[src/rtl/virtual_ds2431_mem_write_scratchpad_if.sv]
// Bus between the function dispatcher / 1-Wire IO engine and the
// Write Scratchpad command engine.
//
// Handshake: a start is the rising edge of cmdRunTrig. Each byte transfer
// is requested by a one-cycle transTrig pulse with nRxTx/sentDat held stable.
// It completes on the rising edge of ByteTransDone, with recvDat valid at
// that edge. The end of the command, for any reason, is one cmdDone pulse.
interface virtual_ds2431_mem_write_scratchpad_if;
    logic        cmdRunTrig;
    logic        busReset;
    logic [7:0]  recvDat;
    logic        ByteTransDone;
    logic        transTrig;
    logic        nRxTx;
    logic [7:0]  sentDat;
    logic        cmdDone;
    logic [7:0]  TA1;
    logic [7:0]  TA2;
    logic [7:0]  ES;
    logic [63:0] scratchpad;
    logic        addrErr;
    logic [2:0]  state;

    modport master (
        output cmdRunTrig, busReset, recvDat, ByteTransDone,
        input  transTrig, nRxTx, sentDat, cmdDone, TA1, TA2, ES,
               scratchpad, addrErr, state
    );

    modport slave (
        input  cmdRunTrig, busReset, recvDat, ByteTransDone,
        output transTrig, nRxTx, sentDat, cmdDone, TA1, TA2, ES,
               scratchpad, addrErr, state
    );
endinterface

[src/rtl/virtual_ds2431_mem_write_scratchpad.sv]
// DS2431 Write Scratchpad (0x0F) command engine: receives TA1/TA2 and data
// bytes through the shared byte IO engine, fills the 8-byte scratchpad from
// the start offset up to byte 7, then returns the inverted CRC16.
module virtual_ds2431_mem_write_scratchpad #(
    parameter logic [7:0]  CMD_CODE = 8'h0F,
    parameter logic [15:0] ADDR_MAX = 16'h008F
) (
    input  logic clk,
    input  logic rst,
    virtual_ds2431_mem_write_scratchpad_if.slave bus
);
    typedef enum logic [2:0] {
        IDLE    = 3'd0,
        RX_TA1  = 3'd1,
        RX_TA2  = 3'd2,
        RX_DAT  = 3'd3,
        TX_CRC0 = 3'd4,
        TX_CRC1 = 3'd5,
        FIN     = 3'd6
    } state_t;

    state_t      state;
    logic        trig_q;
    logic        trig_edge;
    logic        done_q;
    logic        done_edge;
    logic [7:0]  dat_q;
    logic [15:0] crc;
    logic [15:0] crc_next;
    logic [2:0]  offset;
    logic        aa;
    logic        pf;
    logic [2:0]  e;
    logic        data_any;

    // Reflected 0xA001 CRC16, one byte folded LSB first.
    function automatic logic [15:0] crc16_fold(input logic [15:0] c_in, input logic [7:0] d);
        logic [15:0] c;
        c = c_in;
        for (int i = 0; i < 8; i++) begin
            if (c[0] ^ d[i]) c = (c >> 1) ^ 16'hA001;
            else             c = c >> 1;
        end
        return c;
    endfunction

    // CRC including the byte delivered by the current done edge.
    always_comb crc_next = crc16_fold(crc, dat_q);

    assign bus.ES    = {aa, 1'b0, pf, 2'b00, e};
    assign bus.state = state;

    // Edge detectors, command FSM and all registered outputs.
    always_ff @(posedge clk or posedge rst) begin
        if (rst) begin
            state          <= IDLE;
            trig_q         <= 1'b0;
            trig_edge      <= 1'b0;
            done_q         <= 1'b0;
            done_edge      <= 1'b0;
            dat_q          <= 8'h00;
            crc            <= 16'h0000;
            offset         <= 3'd0;
            aa             <= 1'b0;
            pf             <= 1'b0;
            e              <= 3'd0;
            data_any       <= 1'b0;
            bus.transTrig  <= 1'b0;
            bus.nRxTx      <= 1'b0;
            bus.sentDat    <= 8'h00;
            bus.cmdDone    <= 1'b0;
            bus.TA1        <= 8'h00;
            bus.TA2        <= 8'h00;
            bus.scratchpad <= 64'h0;
            bus.addrErr    <= 1'b0;
        end else begin
            trig_q        <= bus.cmdRunTrig;
            trig_edge     <= bus.cmdRunTrig & ~trig_q;
            done_q        <= bus.ByteTransDone;
            done_edge     <= bus.ByteTransDone & ~done_q;
            dat_q         <= bus.recvDat;
            bus.transTrig <= 1'b0;
            bus.cmdDone   <= 1'b0;

            if (bus.busReset && state != IDLE) begin
                // Abort wins over a simultaneous done edge; that byte is dropped.
                state <= FIN;
                if (state == RX_DAT || !data_any) pf <= 1'b1;
            end else begin
                case (state)
                    IDLE: begin
                        if (trig_edge) begin
                            crc           <= crc16_fold(16'h0000, CMD_CODE);
                            aa            <= 1'b0;
                            pf            <= 1'b0;
                            bus.addrErr   <= 1'b0;
                            data_any      <= 1'b0;
                            bus.transTrig <= 1'b1;
                            bus.nRxTx     <= 1'b0;
                            state         <= RX_TA1;
                        end
                    end
                    RX_TA1: begin
                        if (done_edge) begin
                            bus.TA1       <= dat_q;
                            crc           <= crc_next;
                            bus.transTrig <= 1'b1;
                            bus.nRxTx     <= 1'b0;
                            state         <= RX_TA2;
                        end
                    end
                    RX_TA2: begin
                        if (done_edge) begin
                            bus.TA2 <= dat_q;
                            crc     <= crc_next;
                            if ({dat_q, bus.TA1} > ADDR_MAX) begin
                                bus.addrErr <= 1'b1;
                                state       <= FIN;
                            end else begin
                                offset        <= bus.TA1[2:0];
                                bus.transTrig <= 1'b1;
                                bus.nRxTx     <= 1'b0;
                                state         <= RX_DAT;
                            end
                        end
                    end
                    RX_DAT: begin
                        if (done_edge) begin
                            bus.scratchpad[{offset, 3'b000} +: 8] <= dat_q;
                            crc           <= crc_next;
                            e             <= offset;
                            data_any      <= 1'b1;
                            bus.transTrig <= 1'b1;
                            if (offset == 3'd7) begin
                                // Row end: first CRC byte goes out with the freshly folded value.
                                bus.nRxTx   <= 1'b1;
                                bus.sentDat <= ~crc_next[7:0];
                                state       <= TX_CRC0;
                            end else begin
                                offset    <= offset + 3'd1;
                                bus.nRxTx <= 1'b0;
                            end
                        end
                    end
                    TX_CRC0: begin
                        if (done_edge) begin
                            bus.transTrig <= 1'b1;
                            bus.nRxTx     <= 1'b1;
                            bus.sentDat   <= ~crc[15:8];
                            state         <= TX_CRC1;
                        end
                    end
                    TX_CRC1: begin
                        if (done_edge) state <= FIN;
                    end
                    FIN: begin
                        bus.cmdDone <= 1'b1;
                        state       <= IDLE;
                    end
                    default: state <= IDLE;
                endcase
            end
        end
    end
endmodule

[src/flat_wrapper.sv]
// flat-port wrapper written by rule: the top's interface ports become plain ports
module virtual_ds2431_mem_write_scratchpad_flat 
#(
    parameter logic [7:0]  CMD_CODE = 8'h0F,
    parameter logic [15:0] ADDR_MAX = 16'h008F
)
  (clk, rst, bus_cmdRunTrig, bus_busReset, bus_recvDat, bus_ByteTransDone, bus_transTrig, bus_nRxTx, bus_sentDat, bus_cmdDone, bus_TA1, bus_TA2, bus_ES, bus_scratchpad, bus_addrErr, bus_state);
  virtual_ds2431_mem_write_scratchpad_if bus_i ();
  input  logic clk;
  input  logic rst;
  input wire logic [$bits(bus_i.cmdRunTrig)-1:0] bus_cmdRunTrig;
  input wire logic [$bits(bus_i.busReset)-1:0] bus_busReset;
  input wire logic [$bits(bus_i.recvDat)-1:0] bus_recvDat;
  input wire logic [$bits(bus_i.ByteTransDone)-1:0] bus_ByteTransDone;
  output wire logic [$bits(bus_i.transTrig)-1:0] bus_transTrig;
  output wire logic [$bits(bus_i.nRxTx)-1:0] bus_nRxTx;
  output wire logic [$bits(bus_i.sentDat)-1:0] bus_sentDat;
  output wire logic [$bits(bus_i.cmdDone)-1:0] bus_cmdDone;
  output wire logic [$bits(bus_i.TA1)-1:0] bus_TA1;
  output wire logic [$bits(bus_i.TA2)-1:0] bus_TA2;
  output wire logic [$bits(bus_i.ES)-1:0] bus_ES;
  output wire logic [$bits(bus_i.scratchpad)-1:0] bus_scratchpad;
  output wire logic [$bits(bus_i.addrErr)-1:0] bus_addrErr;
  output wire logic [$bits(bus_i.state)-1:0] bus_state;
  assign bus_i.cmdRunTrig = bus_cmdRunTrig;
  assign bus_i.busReset = bus_busReset;
  assign bus_i.recvDat = bus_recvDat;
  assign bus_i.ByteTransDone = bus_ByteTransDone;
  assign bus_transTrig = bus_i.transTrig;
  assign bus_nRxTx = bus_i.nRxTx;
  assign bus_sentDat = bus_i.sentDat;
  assign bus_cmdDone = bus_i.cmdDone;
  assign bus_TA1 = bus_i.TA1;
  assign bus_TA2 = bus_i.TA2;
  assign bus_ES = bus_i.ES;
  assign bus_scratchpad = bus_i.scratchpad;
  assign bus_addrErr = bus_i.addrErr;
  assign bus_state = bus_i.state;
  virtual_ds2431_mem_write_scratchpad #(.CMD_CODE(CMD_CODE), .ADDR_MAX(ADDR_MAX)) u_core (.clk(clk), .rst(rst), .bus(bus_i));
endmodule
[config.mk]
export PLATFORM = sky130hd
export DESIGN_NAME = virtual_ds2431_mem_write_scratchpad_flat
export DESIGN_NICKNAME = d
export VERILOG_FILES = /design/src/rtl/virtual_ds2431_mem_write_scratchpad_if.sv /design/src/rtl/virtual_ds2431_mem_write_scratchpad.sv /design/src/flat_wrapper.sv
export SDC_FILE = /design/constraint.sdc
export NUM_CORES = 1
export LEC_CHECK = 0
export CAP_MARGIN = 20
export CELL_PAD_IN_SITES_DETAIL_PLACEMENT = 0
export CELL_PAD_IN_SITES_GLOBAL_PLACEMENT = 2
export CORE_UTILIZATION = 33
export CTS_CLUSTER_DIAMETER = 100
export DETAILED_ROUTE_END_ITERATION = 8
export PLACE_DENSITY = 0.79
export SYNTH_ARGS = -nofsm -noshare
export SYNTH_HDL_FRONTEND = slang
export SYNTH_SLANG_ARGS = --single-unit
export TNS_END_PERCENT = 30
[constraint.sdc]
create_clock -name clk -period 6.2 [get_ports clk]
set_input_delay 1.24 -clock clk [delete_from_list [all_inputs] [get_ports clk]]
set_output_delay 1.24 -clock clk [all_outputs]
set_load 0.02 [all_outputs]
==> impl_metrics.env <==
export IMPL_postCtsSetupBuffers=0
export IMPL_place_hpwl_um=9670
export IMPL_status="finished clean"
export IMPL_postSynth_asyncResetShare_pct=100.0
export IMPL_reg2reg_depth=5
export IMPL_final_max_slew_viol_count=0
export IMPL_p_leak_uw=0.003270
export IMPL_max_stage_delay_ns=0.78
export IMPL_hold_end="u_core.trig_edge"
export IMPL_first_pass_iters=5
export IMPL_grt_pass1_wl_um=22470
export IMPL_fin_crit_ns=3.276
export IMPL_drt_iter0_drc=196
export IMPL_grt_pass1_vias=3997
export IMPL_hold_start="u_core.trig_q"
export IMPL_path_cells="clkdlybuf4s50_1 > nand2b_1 > o21ai_0 > nand2b_1 > nor2_1 > a22o_1"
export IMPL_area_delta_synth_final_pct=32.17
export IMPL_cp_arrival_ns=3.58
export IMPL_p_int_uw=2150
export IMPL_antenna_cells=0
export IMPL_worst_slack_ns=2.924
export IMPL_dpl_worst_slack_ns=2.532
export IMPL_max_clock_freq_mhz=305.2
export IMPL_cpMostUsedCell="nand2b_1"
export IMPL_row_count=47
export IMPL_rsz0062_at_grt="false"
export IMPL_r2r_start="u_core.bus.state[0]"
export IMPL_path_clk_slew_ns=0.06
export IMPL_cts_buffers=17
export IMPL_r2r_end="u_core.crc[7]"
export IMPL_grt_max_degree=82
export IMPL_synth_edf_count=0
export IMPL_cts_repair_resized=0
export IMPL_core_area_um2=16640
export IMPL_tightest_slew_ns=1.040
export IMPL_pwr_share_comb_pct=33.7
export IMPL_hold_path_class="reg -> reg"
export IMPL_die_area_um2=17620
export IMPL_critical_path_class="in -> reg"
export IMPL_clk_latency_ns=0.42
export IMPL_cp_end_kind="flip-flop"
export IMPL_drive_above_1_share_pct=13.46
export IMPL_switchingPower_uw=1121
export IMPL_synth_ff_type="dfrtp_1"
export IMPL_netlist_area_um2=5640
export IMPL_clkSinkCount=131
export IMPL_port_buffer_count=111
export IMPL_hold_violations=0
export IMPL_cts_htree_levels=4
export IMPL_swShare_pct=34.27
export IMPL_synth_cell_types=50
export IMPL_viasPerCell=4.799
export IMPL_max_slew_margin_rel_pct=30.38
export IMPL_setup_tns_ns=0
export IMPL_gp_congestion=0.7560
export IMPL_hold_buffers=0
export IMPL_grtUsageTotal_pct=16.87
export IMPL_ios=116
export IMPL_syn_area_per_cell_um2=11.04
export IMPL_slowest_stage="nand2b_1"
export IMPL_final_nets=631
export IMPL_yosysTopAreaCellShare_pct=58.12
export IMPL_grt_overflow=0
export IMPL_seqPwrFrac_pct=37.0
export IMPL_start_util_pct=33.89
export IMPL_drc=0
export IMPL_cts_tree="built"
export IMPL_hold_depth=1
export IMPL_critPathMaxFanout=31
export IMPL_crit_path_start_kind="primary input"
export IMPL_ant_nets=0
export IMPL_peakVddDrop_v=0.0002311
export IMPL_drt_wl_total_um=13980
export IMPL_finClkSkew_ns=0.007273
export IMPL_yosys_warnings=0
export IMPL_fin_crit_sh_pct=52.84
export IMPL_p_clk_share_pct=29.3
export IMPL_ys_seq_area_share_pct=58.12
export IMPL_reg2reg_setup_slack_ns=3.31
export IMPL_setup_viol=0
export IMPL_antenna_found_initial=0
export IMPL_die_x_um=132.7
export IMPL_netlist_instances=511
export IMPL_die_h_um=132.7
export IMPL_detail_route_wl_per_cell_um=16.56
export IMPL_p_per_area_nw_per_um2=438.7
export IMPL_synthTopCellsByArea="dfrtp_1 58%, nand2_1 7.3%, mux2_2 7.0%, o21ai_1 3.4%, o21ai_0 3.2%"
export IMPL_cts_root_buf="clkbuf_16"
export IMPL_required_ns=6.50
export IMPL_synth_top_area_cell="dfrtp_1"
export IMPL_drv_cap=0
export IMPL_cts_buffer_depth=2
export IMPL_routed_via_count=4050
export IMPL_synth_seq_cells=131
export IMPL_crit_path_start="bus_busReset"
[cells in the mapped netlist (3+ instances only)]
cell      count
dfrtp_1     131
nand2_1     109
o21ai_1      38
o21ai_0      36
mux2_2       35
clkbuf_1     21
nand3_1      15
nor2_1       14
xnor2_1      11
o31ai_1       8
buf_4         7
ha_1          7
a21oi_1       6
inv_1         6
xor2_1        6
buf_6         5
nor3_1        5
mux2i_1       4
nor2b_1       4
a22o_1        3
nand2b_1      3
xnor2_2       3
[routing by layer]
metal	share of wire (%)	GRT usage [%]	vias up
li1	-	-	1943
met1	46	22.30	1993
met2	49	26.90	100
met3	4.0	4.176	14
met4	1.2	6.003	0
met5	0	0	-
[cell type report]
cell class | count | area [µm²]
fillers | 1595 | 9188
flip-flops and latches | 131 | 3278
multi-input cells | 340 | 2146
repair buffers | 114 | 1154
clock buffers | 20 | 466.7
well taps | 220 | 275.3
clock inverters | 12 | 106.4
inverters | 7 | 28.78
[power by group through the flow]
stage / Combinational (µW) / Sequential, µW / Clock, µW
final: 1100 / 1210 / 957
after global routing: 1200 / 1240 / 1020
after CTS: 1110 / 1210 / 981
after detailed placement: 1110 / 1230 / 0
after global placement: 1100 / 1220 / 0
after floorplan: 651 / 1300 / 0
[critical path, delay by kind of cell]
family | cells | cell delay [ns]
simple gates | 3 | 1.23
compound gates | 2 | 0.38
buf+inv | 1 | 0.72
[per-stage QoR]
stage,cells,power (µW),cell area [µm²],util (%),hold WS [ns]
global placement,810,2325,6847,41.14,0.3868
detailed placement,810,2337,6847,41.14,0.3867
floorplan,514,1952,5652,-,0.3777
global route,844,3462,7455,44.79,0.4190
CTS,842,3310,7420,44.58,0.3946
finish,844,3271,7455,44.79,0.3945
[cells in the final DEF (no fill, tap or decap), drive strengths merged, types with 7 or more instances in the layout]
cell type      count
dfrtp            131
nand3             15
nand2            109
ha                 7
mux2              35
xor2               7
xnor2             16
o31ai             10
nor2              15
clkbuf            20
clkdlybuf4s50    111
o21ai             74
inv                8
[flip-flops by register name, indices dropped and copies added (netlist names)]
name and flops:
u_core.trig_q 1, u_core.bus.TA1 8, u_core.dat_q 8, u_core.e 3
u_core.done_q 1, u_core.bus.nRxTx 1, u_core.pf 1, u_core.offset 3
u_core.bus.cmdDone 1, u_core.bus.transTrig 1, u_core.data_any 1, u_core.bus.state 3
u_core.trig_edge 1, u_core.bus.sentDat 8, u_core.crc 16, u_core.bus.TA2 8
u_core.bus.scratchpad 64, u_core.bus.addrErr 1, u_core.done_edge 1
[kinds of logic (layout without fill, tap and decap cells)]
| kind of cell | count (synthesis) | count (layout) | share of synthesized area [%] |
|---|---|---|---|
| simple gates | 164 | 164 | 12.64 |
| flops | 131 | 131 | 58.12 |
| compound gates | 101 | 101 | 10.32 |
| buf+inv | 43 | 153 | 4.037 |
| mux | 39 | 39 | 7.697 |
| xor+xnor | 24 | 24 | 5.390 |
| fa+ha+maj | 8 | 8 | 1.730 |
| other cells | 1 | 4 | 0.06648 |
[worst max-delay path by stage]
stage,end,slack [ns],cells after the start
floorplan,u_core.bus.TA1[0],1.46,1
global placement,u_core.bus.scratchpad[7],2.52,5
detailed placement,u_core.crc[7],2.53,6
CTS,u_core.bus.scratchpad[0],2.97,5
global route,u_core.crc[7],2.69,6
finish,u_core.crc[7],2.92,6
Power figures use the tool's default switching activity.
